$ cat src/rtl/resp_misr_compactor.sv
`default_nettype none
// ============================================================================
// Module   : resp_misr_compactor
// Brief    : Compacts a wide response bus into a MISR signature, one per run.
//            The bus is sampled on every in_valid cycle, after a fixed warm-up.
//            Optional feature macro: RESP_COMPARE_EN. It registers a compare
//            of the final signature against exp_sig, which is sampled at start.
// Revision : 1.0 - initial release
// ============================================================================
module resp_misr_compactor #(
    parameter int                DATA_W = 330,
    parameter int                SIG_W  = 32,
    parameter int                CNT_W  = 16,
    parameter int                WARMUP = 2,
    parameter logic [SIG_W-1:0]  POLY   = 32'h04C11DB7,
    parameter logic [SIG_W-1:0]  SEED   = 32'hFFFFFFFF
) (
    input  logic              clk,
    input  logic              rst,
    input  logic              start,
    input  logic              abort,
    input  logic [CNT_W-1:0]  cfg_cycles,
    input  logic              in_valid,
    input  logic [DATA_W-1:0] resp_data,
    input  logic [SIG_W-1:0]  exp_sig,
    output logic              busy,
    output logic              sig_valid,
    input  logic              sig_ready,
    output logic [SIG_W-1:0]  sig,
    output logic [CNT_W-1:0]  sample_cnt,
    output logic              match
);

    localparam int               C_NCHUNK  = (DATA_W + SIG_W - 1) / SIG_W;
    localparam int               C_PAD_W   = C_NCHUNK * SIG_W;
    localparam logic [CNT_W-1:0] C_ONE     = CNT_W'(1);
    localparam logic [CNT_W-1:0] C_CNT_MAX = '1;
    localparam logic [CNT_W-1:0] C_WARMUP  = CNT_W'(WARMUP);

    typedef enum logic [1:0] {
        S_IDLE   = 2'd0,
        S_WARMUP = 2'd1,
        S_RUN    = 2'd2,
        S_DONE   = 2'd3
    } state_t;

    state_t             r_state;
    state_t             w_next;
    logic [CNT_W-1:0]   r_cycles;
    logic [CNT_W-1:0]   r_warm_cnt;
    logic [C_PAD_W-1:0] w_padded;
    logic [SIG_W-1:0]   w_fold;
    logic [SIG_W-1:0]   w_step;
    logic               w_accept;
    logic               w_warm_tick;
    logic               w_absorb;

    // Zero-pad the bus to a whole number of signature-wide chunks
    assign w_padded = C_PAD_W'(resp_data);

    // XOR all chunks together into one signature-wide word
    always_comb begin
        w_fold = '0;
        for (int k = 0; k < C_NCHUNK; k++) begin
            w_fold = w_fold ^ w_padded[k*SIG_W +: SIG_W];
        end
    end

    assign w_step = {sig[SIG_W-2:0], 1'b0} ^ (sig[SIG_W-1] ? POLY : '0) ^ w_fold;

    assign busy      = (r_state != S_IDLE);
    assign sig_valid = (r_state == S_DONE);

    // State register
    always_ff @(posedge clk or posedge rst) begin
        if (rst) begin
            r_state <= S_IDLE;
        end else begin
            r_state <= w_next;
        end
    end

    // Next-state decode and datapath enables; abort overrides everything
    always_comb begin
        w_next      = r_state;
        w_accept    = 1'b0;
        w_warm_tick = 1'b0;
        w_absorb    = 1'b0;
        case (r_state)
            S_IDLE: begin
                if (start) begin
                    w_accept = 1'b1;
                    if (cfg_cycles == '0) begin
                        w_next = S_DONE;
                    end else if (WARMUP > 0) begin
                        w_next = S_WARMUP;
                    end else begin
                        w_next = S_RUN;
                    end
                end
            end
            S_WARMUP: begin
                if (in_valid) begin
                    w_warm_tick = 1'b1;
                    if (r_warm_cnt <= C_ONE) begin
                        w_next = S_RUN;
                    end
                end
            end
            S_RUN: begin
                if (in_valid) begin
                    w_absorb = 1'b1;
                    // r_cycles is nonzero here: a zero-length run skips RUN
                    if (sample_cnt >= (r_cycles - C_ONE)) begin
                        w_next = S_DONE;
                    end
                end
            end
            S_DONE: begin
                if (sig_ready) begin
                    w_next = S_IDLE;
                end
            end
            default: begin
                w_next = S_IDLE;
            end
        endcase
        if (abort) begin
            w_next      = S_IDLE;
            w_accept    = 1'b0;
            w_warm_tick = 1'b0;
            w_absorb    = 1'b0;
        end
    end

    // Signature, counters and run-length latch; values persist after abort
    always_ff @(posedge clk or posedge rst) begin
        if (rst) begin
            sig        <= SEED;
            sample_cnt <= '0;
            r_warm_cnt <= '0;
            r_cycles   <= '0;
        end else begin
            if (w_accept) begin
                sig        <= SEED;
                sample_cnt <= '0;
                r_cycles   <= cfg_cycles;
                r_warm_cnt <= C_WARMUP;
            end
            if (w_warm_tick) begin
                r_warm_cnt <= r_warm_cnt - C_ONE;
            end
            if (w_absorb) begin
                sig <= w_step;
                if (sample_cnt != C_CNT_MAX) begin
                    sample_cnt <= sample_cnt + C_ONE;
                end
            end
        end
    end

`ifdef RESP_COMPARE_EN
    logic [SIG_W-1:0] r_exp;
    logic             r_match;

    // Expected signature captured with the run; compare resolved on DONE entry
    always_ff @(posedge clk or posedge rst) begin
        if (rst) begin
            r_exp   <= '0;
            r_match <= 1'b0;
        end else begin
            if (w_accept) begin
                r_exp <= exp_sig;
            end
            if ((w_next == S_DONE) && (r_state != S_DONE)) begin
                r_match <= w_accept ? (SEED == exp_sig) : (w_step == r_exp);
            end else if (w_next != S_DONE) begin
                r_match <= 1'b0;
            end
        end
    end

    assign match = r_match & sig_valid;
`else
    logic w_unused_exp;
    assign w_unused_exp = ^exp_sig;
    assign match        = 1'b0;
`endif

endmodule
`default_nettype wire
$ cat config.mk
export PLATFORM = sky130hd
export DESIGN_NAME = resp_misr_compactor
export DESIGN_NICKNAME = d
export VERILOG_FILES = /design/src/rtl/resp_misr_compactor.sv
export SDC_FILE = /design/constraint.sdc
export NUM_CORES = 1
export LEC_CHECK = 0
export BUFFER_PORTS_ARGS = -buffer_cell sky130_fd_sc_hd__clkbuf_2
export CAP_MARGIN = 15
export CORE_AREA = 2 2 171 173
export DETAILED_ROUTE_END_ITERATION = 12
export DIE_AREA = 0 0 173 175
export SLEW_MARGIN = 20
export SYNTH_ARGS = -nofsm -noshare
export SYNTH_HDL_FRONTEND = slang
export SYNTH_SLANG_ARGS = --single-unit
$ cat constraint.sdc
create_clock -name clk -period 3.86 [get_ports clk]
set_clock_uncertainty 0.15 [all_clocks]
set_input_delay 0.386 -clock clk [delete_from_list [all_inputs] [get_ports clk]]
set_output_delay 0.386 -clock clk [all_outputs]
set_load 0.02 [all_outputs]
# Yosys cells after proc, flatten, opt, wreduce, memory -nomap -nowiden
# Index checks and enable logic that the tools add are counted.
# W data, S select, Z words.
[classes]
n_mux = 25
n_reduce_logical = 6
eq_ne = 10
add_sub_neg = 3
n_bitwise = 12
order_cmp = 2
[op_table]
columns = ["operator", "count"]
rows = [
  ["$xor A32 B32 Y32", 10],
  ["$mux W16", 5],
  ["$mux W32", 2],
  ["$sub A16 B1 Y16 const B", 2],
  ["$xor A32 B10 Y32", 1],
  ["$xor A32 B27 Y32", 1],
  ["$mux W27", 1],
  ["$add A16 B1 Y16 const B", 1],
  ["$ge A16 B16 Y1", 1],
  ["$le A16 B1 Y1 const B", 1],
  ["$logic_not A16 Y1", 1],
  ["$mux W2", 8],
  ["$ne A16 B16 Y1 const B", 1],
  ["$ne A3 B3 Y1 const B", 5],
  ["$mux W1", 8],
  ["$pmux W2 S4", 1],
  ["$reduce_and A6 Y1", 1],
  ["$reduce_bool A2 Y1", 3],
  ["$eq A2 B2 Y1 const B", 2],
  ["$ne A3 B2 Y1 const B", 1],
  ["$eq A2 B1 Y1 const B", 1],
  ["$logic_not A2 Y1", 1],
]
[totals]
word_cells = 63
ff_bits = 82
in_bits = 384

# Depth between registers and ports, before layout
# Gate-level depths: netlist of the first run.
[logic_depth]
depth_word = 12
depth_mapped = 12
ltp_nobuf = 12

# Worst setup path before layout of the first run
# OpenSTA, ideal clock, no wires.
[synth_path]
path_kind = "register to register"
start = "register r_cycles[6]"
end = "register r_state[1]"
arrival_ns = 2.896
setup_time_ns = 0.125
slack_ns = 0.689
period_less_slack_ns = 3.171
stages_incl_launch_ff = 11
required_ns = 3.585
path_cell_list = "dfrtp_1 -> or4_1 -> or3_1 -> nor4_1 -> xnor2_1 -> ha_1 -> a21o_1 -> a21oi_1 -> o2111ai_1 -> o211ai_2 -> mux2_4"
[synth_via]
elab_chain_len = 4
[synth_lines]
columns = ["item", "line", "text"]
rows = [
  ["from (decl)", "49", "logic [CNT_W-1:0] r_cycles;"],
  ["from (signal assigned)", "147", "r_cycles <= cfg_cycles;"],
  ["$sub A16 B1 Y16", "114", "if (sample_cnt >= (r_cycles - C_ONE)) begin"],
  ["$ge A16 B16 Y1", "114", ""],
  ["$ne A3 B3 Y1 (no line)", "--", ""],
  ["$reduce_and A6 Y1 (no line)", "--", ""],
  ["to (signal assigned)", "79", "r_state <= w_next;"],
  ["to (decl)", "47", "state_t r_state;"],
]
# Every way passes these cells.
# A chain may end at the register's enable or synchronous reset.

# Worst setup path after layout of the first run
# Same ends and word-level chain as after synthesis.

==> impl_metrics.env, run 1 <==
export IMPL_portBuffers=401
export IMPL_tritoncts_num_buffers=9
export IMPL_synth_warnings=0
export IMPL_start_kind="flip-flop"
export IMPL_cp_num_buf_inv=0
export IMPL_max_slew_margin=0.428
export IMPL_rsz0062_at_grt="false"
export IMPL_synthCells=797
export IMPL_area_growth_pct=37.3
export IMPL_max_freq_mhz=292
export IMPL_finalWeightedCongestion=0.806
export IMPL_synth_edf_count=0
export IMPL_core_area_um2=28400
export IMPL_grt_max_degree=59
export IMPL_root_buffer="clkbuf_16"
export IMPL_synth_xor_area_frac=0.426
export IMPL_finalSetupViolCount=0
export IMPL_cts_tree="yes"
export IMPL_grt_overflow=0
export IMPL_drv_slew=0
export IMPL_finalHoldViolCount=0
export IMPL_grt_pass1_vias=6857
export IMPL_period_minus_slack_ns=3.42
export IMPL_dpl_worst_slack_ns=0.404
export IMPL_ys_seq_area_frac=0.284
export IMPL_p_leak_nw=4.56
export IMPL_irDropWorstVdd_mv=0.192
export IMPL_die_area_um2=30300
export IMPL_hpwl_mm=18.1
export IMPL_htreeDepth=3
export IMPL_n_fill_cell=2967
export IMPL_syn_avg_cell_area_um2=9.26
export IMPL_cts_sinks=82
export IMPL_finalInstanceArea_um2=10100
export IMPL_synth_top_cells_by_area="xnor2_1, dfrtp_1, dfstp_2"
export IMPL_die_x_um=173
export IMPL_ys_types=58
export IMPL_worst_hold_slack_ns=0.0910
export IMPL_synthMuxAreaShare=0.0242
export IMPL_die_height_um=175
export IMPL_cts_buffer_depth=2
export IMPL_setup_tns_final_ns=0
export IMPL_grt_first_pass_wirelength_mm=34.5
export IMPL_synthAdderAreaFrac=0.0407
export IMPL_power_mw=5.39
export IMPL_cp_required_ns=3.94
export IMPL_drt_iter0_drc=246
export IMPL_fin_cells=1581
export IMPL_initial_core_util=0.260
export IMPL_dpl_cell_area_um2=9810
export IMPL_gr_usage_all_layers=0.143
export IMPL_diodes=0
export IMPL_cp_depth=10
export IMPL_layout_drive_gt1_share=0.392
export IMPL_crit_family="simple AND/OR/NAND/NOR gates"
export IMPL_cap_violations=0
export IMPL_status="finished clean"
export IMPL_synth_top_area_share=0.379
export IMPL_clock_latency_ns=0.35
export IMPL_max_stage_delay_ns=0.57
export IMPL_io_pins=435
export IMPL_syn_area_um2=7380
export IMPL_nNetsFinal=1600
export IMPL_yosys_register_bits=82
export IMPL_syn_nets=1205
export IMPL_slowest_stage="or4_1"
export IMPL_cts_hold_buf=1
export IMPL_ant_nets=0
export IMPL_worstSetupEndpointType="flip-flop"
export IMPL_synth_top_family_by_area="XOR/XNOR gates"
export IMPL_holdCritPathClass="primary input to flip-flop"
export IMPL_path_cells="or4_1 -> or3_1 -> nor4_1 -> xnor2_1 -> ha_1 -> a21o_1 -> a21oi_1 -> o2111ai_1 -> o211ai_2 -> mux2_4"
export IMPL_drt_pass1_iterations=4
export IMPL_yosys_area_top_type="xnor2_1"
export IMPL_finalCoreUtilization=0.357
export IMPL_synthArstFlopShare=1.00
export IMPL_yosys_most_used_dff="dfrtp_1"
export IMPL_wirelength_mm=21.8
export IMPL_drcViolationCount=0
export IMPL_synth_compound_area_frac=0.0851
export IMPL_dp_cells=1564
export IMPL_worstPathMaxFanout=6
export IMPL_critPathKind="flip-flop to flip-flop"
export IMPL_worstMarginPinSlew_ns=0.859
export IMPL_vias=6681
export IMPL_post_cts_buffers=0
export IMPL_arrival_ns=3.50
export IMPL_wl_per_cell_um=13.8
export IMPL_cts_repair_resized=0
export IMPL_grt_antenna_before_repair=0
export IMPL_whs_path_depth=3
export IMPL_reg2reg_depth=10
export IMPL_finalWorstSetupSlack_ns=0.439
export IMPL_fin_crit_sh=0.886
export IMPL_path_clk_slew_ns=0.07
export IMPL_power_density_nw_per_um2=531
export IMPL_routed_via_density=4.23
export IMPL_rows=62
export IMPL_synthSimpleGateAreaFrac=0.120
## final timing paths
kind / startpoint / end / slack, ns
min in group asynchronous: rst / r_warm_cnt[5] / 0.42
max in group asynchronous: rst / sample_cnt[14] / 2.01
worst min-delay path: cfg_cycles[2] / r_cycles[2] / 0.09
worst min register to register: r_warm_cnt[14] / r_warm_cnt[14] / 0.33
worst max register to register: r_cycles[6] / r_state[1] / 0.44
worst max-delay path: r_cycles[6] / r_state[1] / 0.44
## logic make-up after synthesis
| group | after synthesis |
|---|---|
| other cells | 1 |
| compound gates | 94 |
| xor+xnor | 359 |
| flops | 82 |
| simple gates | 184 |
| buf+inv | 36 |
| mux | 17 |
| fa+ha+maj | 24 |
## worst reg2reg max path, delay by kind of cell, from the launching register on
family	cells	cell delay, ns
DFF	1	0.43
and+or+nand+nor	3	1.17
muxes	1	0.32
adders and majority gates	1	0.27
AOI/OAI and AO/OA	4	0.78
xor gates and xnor gates	1	0.18
## cell usage after synthesis (3+ instances only)
cell type  instances
nand3_1           19
or4_1              5
o21ai_0           18
nor3_1             8
nand2b_1           5
o211ai_1           4
a21oi_1           38
mux2i_1           13
xor2_1            40
dfstp_2           32
xnor2_1          319
o31ai_1            4
a31oi_1            3
nand2_1           70
ha_1              24
buf_2              3
clkbuf_1          14
nand4_1            3
nor4_1            11
mux2_2             3
a22o_1             3
inv_1             14
a21o_1             4
buf_1              4
dfrtp_1           50
nor2_1            44
## flip-flops by register name, summed over array words and instances (netlist names)
register and cells:
r_cycles 16, r_state 2, r_warm_cnt 16, sample_cnt 16, sig 32
## report_power, final
part           internal [mW]  switching, mW  leakage (nW)
Sequential              1.23          0.353          1.00
Clock                  0.528          0.413         0.147
Combinational           1.42           1.45          3.41
## area by class of cell
type	count	area [um2]	area share
multi-input combinational	679	5150	0.508
timing repair buffer	406	2050	0.202
clock inverter	6	73.8	0.00728
inverter	14	53.8	0.00531
tap	384	480	0.0474
sequential	82	2090	0.206
clock buffer	10	239	0.0236
## metal layers
layer  up-vias  track usage  routed length, um
li1       3434            -                  -
met1      2992        0.177               9280
met2       241        0.258              11100
met3        14       0.0194               1160
met4         0       0.0395                244
met5         -            0                  0
## placed cells by master, fill, tap and decap left out, types with 3 or more instances in the layout
master / count
clkbuf_2: 401
buf_4: 4
o211ai_1: 4
clkbuf_16: 9
a21o_1: 4
nand2_1: 69
inv_1: 13
a21oi_1: 38
nand2b_1: 5
mux2i_1: 13
nand3_1: 19
nor4_1: 11
xor2_1: 40
ha_1: 24
a31oi_1: 3
nand4_1: 3
nor2_1: 44
nor3_1: 8
xnor2_1: 319
a22o_1: 3
o31ai_1: 4
mux2_2: 3
or4_1: 5
dfrtp_1: 50
dfstp_2: 32
o21ai_0: 18
Note: power is estimated with default switching activity, not from simulation.
==> inputs of run 2 (changes only) <==
--- a/config.mk
+++ b/config.mk
@@ -5,11 +5,12 @@
 export SDC_FILE = /design/constraint.sdc
 export NUM_CORES = 1
 export LEC_CHECK = 0
+export ABC_AREA = 1
 export BUFFER_PORTS_ARGS = -buffer_cell sky130_fd_sc_hd__clkbuf_2
 export CAP_MARGIN = 15
-export CORE_AREA = 2 2 171 173
+export CORE_AREA = 2 2 167 169
 export DETAILED_ROUTE_END_ITERATION = 12
-export DIE_AREA = 0 0 173 175
+export DIE_AREA = 0 0 169 171
 export SLEW_MARGIN = 20
 export SYNTH_ARGS = -nofsm -noshare
 export SYNTH_HDL_FRONTEND = slang
==> impl_metrics.env, run 2 <==
export IMPL_drt_iter0_drc=291
export IMPL_crit_family="simple AND/OR/NAND/NOR gates"
export IMPL_synthSimpleGateAreaFrac=0.225
export IMPL_nNetsFinal=1922
export IMPL_multi_input_area_um2=5600
export IMPL_initial_core_util=0.305
export IMPL_area_growth_pct=33.0
export IMPL_setup_tns_final_ns=0
export IMPL_finalHoldViolCount=0
export IMPL_max_slew_margin=0.431
export IMPL_wirelength_mm=25.1
export IMPL_die_x_um=169
export IMPL_ys_types=40
export IMPL_top_register="sig"
export IMPL_p_leak_nw=5.63
export IMPL_cts_buffer_depth=2
export IMPL_hpwl_mm=21.3
export IMPL_worstPathMaxFanout=3
export IMPL_finalSetupViolCount=0
export IMPL_root_buffer="clkbuf_16"
export IMPL_p_sw_frac=0.430
export IMPL_rsz0062_at_grt="false"
export IMPL_yosys_area_top_type="xnor2_1"
export IMPL_syn_avg_cell_area_um2=7.50
export IMPL_synth_top_cells_by_area="xnor2_1, dfrtp_1, xor2_1"
export IMPL_max_freq_mhz=335
export IMPL_tritoncts_num_buffers=9
export IMPL_intPower_mw=2.93
export IMPL_synth_xor_area_frac=0.365
export IMPL_grt_max_degree=31
export IMPL_cp_required_ns=3.95
export IMPL_ff_latch_area_um2=2090
export IMPL_dpl_worst_slack_ns=0.847
export IMPL_vias=7972
export IMPL_critPathKind="flip-flop to flip-flop"
export IMPL_synth_common_cells="nand2_1, xnor2_1, inv_1"
export IMPL_arrival_ns=3.08
export IMPL_io_pins=435
export IMPL_power_switching_mw=2.20
export IMPL_worstSetupEndpointType="flip-flop"
export IMPL_n_fill_cell=2830
export IMPL_synth_top_family_by_area="XOR/XNOR gates"
export IMPL_slowest_stage="dfrtp_1"
export IMPL_pwr_share_comb=0.541
export IMPL_drt_pass1_iterations=5
export IMPL_cap_violations=0
export IMPL_grt_antenna_before_repair=4
export IMPL_finalWeightedCongestion=0.811
export IMPL_synthMuxAreaShare=0.00241
export IMPL_fin_crit_sh=0.774
export IMPL_yosys_register_bits=82
export IMPL_synthAdderAreaFrac=0.0361
export IMPL_largest_register_ff_count=32
export IMPL_drcViolationCount=0
export IMPL_synth_most_common_cell="nand2_1"
export IMPL_wl_per_cell_um=13.4
export IMPL_power_frac_seq=0.283
export IMPL_drv_slew=0
export IMPL_power_density_nw_per_um2=464
export IMPL_finalWorstSetupSlack_ns=0.871
export IMPL_syn_area_um2=8320
export IMPL_grt_pass1_vias=7351
export IMPL_cts_sinks=82
export IMPL_cp_num_buf_inv=2
export IMPL_clock_latency_ns=0.35
export IMPL_final_cell_mix="clkbuf_2, nand2_1, xnor2_1"
export IMPL_grt_first_pass_wirelength_mm=37.3
export IMPL_synth_compound_area_frac=0.0438
export IMPL_dpl_cell_area_um2=10700
export IMPL_ant_nets=0
export IMPL_rows=61
export IMPL_die_area_um2=28900
export IMPL_start_kind="flip-flop"
export IMPL_path_clk_slew_ns=0.07
export IMPL_synthArstFlopShare=1.00
export IMPL_core_area_um2=27300
export IMPL_synth_edf_count=0
export IMPL_synthCells=1110
export IMPL_synth_top_area_share=0.233
export IMPL_power_frac_clock=0.176
export IMPL_finalInstanceArea_um2=11100
export IMPL_routed_via_density=4.27
export IMPL_cp_common_cell="nand2_1"
export IMPL_htreeDepth=3
export IMPL_period_minus_slack_ns=2.99
export IMPL_cts_repair_resized=0
export IMPL_ys_seq_area_frac=0.251
export IMPL_gr_usage_all_layers=0.166
export IMPL_cts_tree="yes"
export IMPL_grt_overflow=0
export IMPL_worstMarginPinSlew_ns=0.851
export IMPL_irDropWorstVdd_mv=0.220
export IMPL_max_stage_delay_ns=0.40
export IMPL_yosys_most_used_dff="dfrtp_1"
export IMPL_layout_commonest_cell="clkbuf_2"
export IMPL_synth_warnings=0
export IMPL_path_cells="inv_1 -> nand2_1 -> nor2_1 -> nand3b_1 -> nor2_1 -> nand2_1 -> nor2_1 -> nand3_1 -> xnor2_1 -> inv_1 -> ha_1 -> nand2_1 -> nor3_1 -> nand2_1 -> nand4_1 -> o21bai_1 -> nand2_1 -> nand2_1"
export IMPL_die_height_um=171
export IMPL_holdCritPathClass="primary input to flip-flop"
export IMPL_layout_drive_gt1_share=0.331
export IMPL_status="finished clean"
export IMPL_portBuffers=401
export IMPL_syn_nets=1518
[run 2: cell types whose count changed after synthesis, moves of 35 or more]
cell,before,now
inv_1,14,143
nand2_1,70,231
nand3_1,19,65
or2_2,0,35
xnor2_1,319,221
xor2_1,40,126
[run 2: what timing repair did]
action,in CTS,in global routing
hold buffers,1,0
endpoints found under the hold margin,24,0
setup endpoints to repair,0,0
buffers inserted,0,0
[run 2: stage by stage]
step / hold WS [ns] / utilization / total power [mW] / std cells
2_1_floorplan: 0.308 / - / 3.50 / 1110
5_1_grt: 0.103 / 0.405 / 5.63 / 1867
3_3_place_gp: 0.295 / 0.393 / 4.20 / 1848
6_report: 0.0968 / 0.405 / 5.13 / 1868
4_1_cts: 0.0855 / 0.405 / 5.22 / 1865
3_5_place_dp: 0.298 / 0.393 / 4.27 / 1848
[run 2: path summary, 6_finish.rpt]
path                               start            end  slack [ns]  cells after the start
max                          r_cycles[2]     r_state[1]        0.87                     18
min                        cfg_cycles[5]    r_cycles[5]         0.1                      3
max reg2reg                  r_cycles[2]     r_state[1]        0.87                     18
min reg2reg                r_warm_cnt[6]  r_warm_cnt[6]        0.36                      1
max in group asynchronous            rst        sig[17]        2.27                      4
min in group asynchronous            rst  sample_cnt[6]        0.46                      3
[run 2: tightest hold or removal path: stages]
cell	delay, ns
clkbuf_2	0.09
nand2_1	0.05
nand2_1	0.05
[run 2: logic make-up (layout without fill, tap and decap cells)]
| logic type | Yosys count | in the layout |
|---|---|---|
| compound gates | 66 | 66 |
| xor+xnor | 347 | 347 |
| fa+ha+maj | 24 | 24 |
| buf+inv | 162 | 571 |
| flops | 82 | 82 |
| mux | 2 | 2 |
| other cells | 1 | 4 |
| simple gates | 426 | 426 |
[run 2: cell type report]
| cell class | count | share of cell area |
|---|---|---|
| diodes | 3 | 0.000678 |
| multi-input cells | 866 | 0.506 |
| inverters | 147 | 0.0502 |
| well taps | 346 | 0.0391 |
| clock inverters | 7 | 0.00667 |
| repair buffers | 408 | 0.187 |
| clock buffers | 9 | 0.0204 |
| flip-flops and latches | 82 | 0.189 |
[run 2: power groups by stage]
stage | combinational (mW) | sequential (mW) | clock [mW]
finish | 2.77 | 1.45 | 0.903
global route | 3.14 | 1.50 | 0.982
CTS | 2.82 | 1.46 | 0.945
detailed placement | 2.80 | 1.47 | 0
global placement | 2.74 | 1.46 | 0
floorplan | 1.97 | 1.52 | 0
[run 2: metal layers]
metal	up-vias	share of wire	global-route usage
met1	3516	0.43	0.209
met2	215	0.49	0.285
met4	2	0.019	0.0543
li1	4213	-	-
met5	-	0.00072	0
met3	26	0.057	0.0319
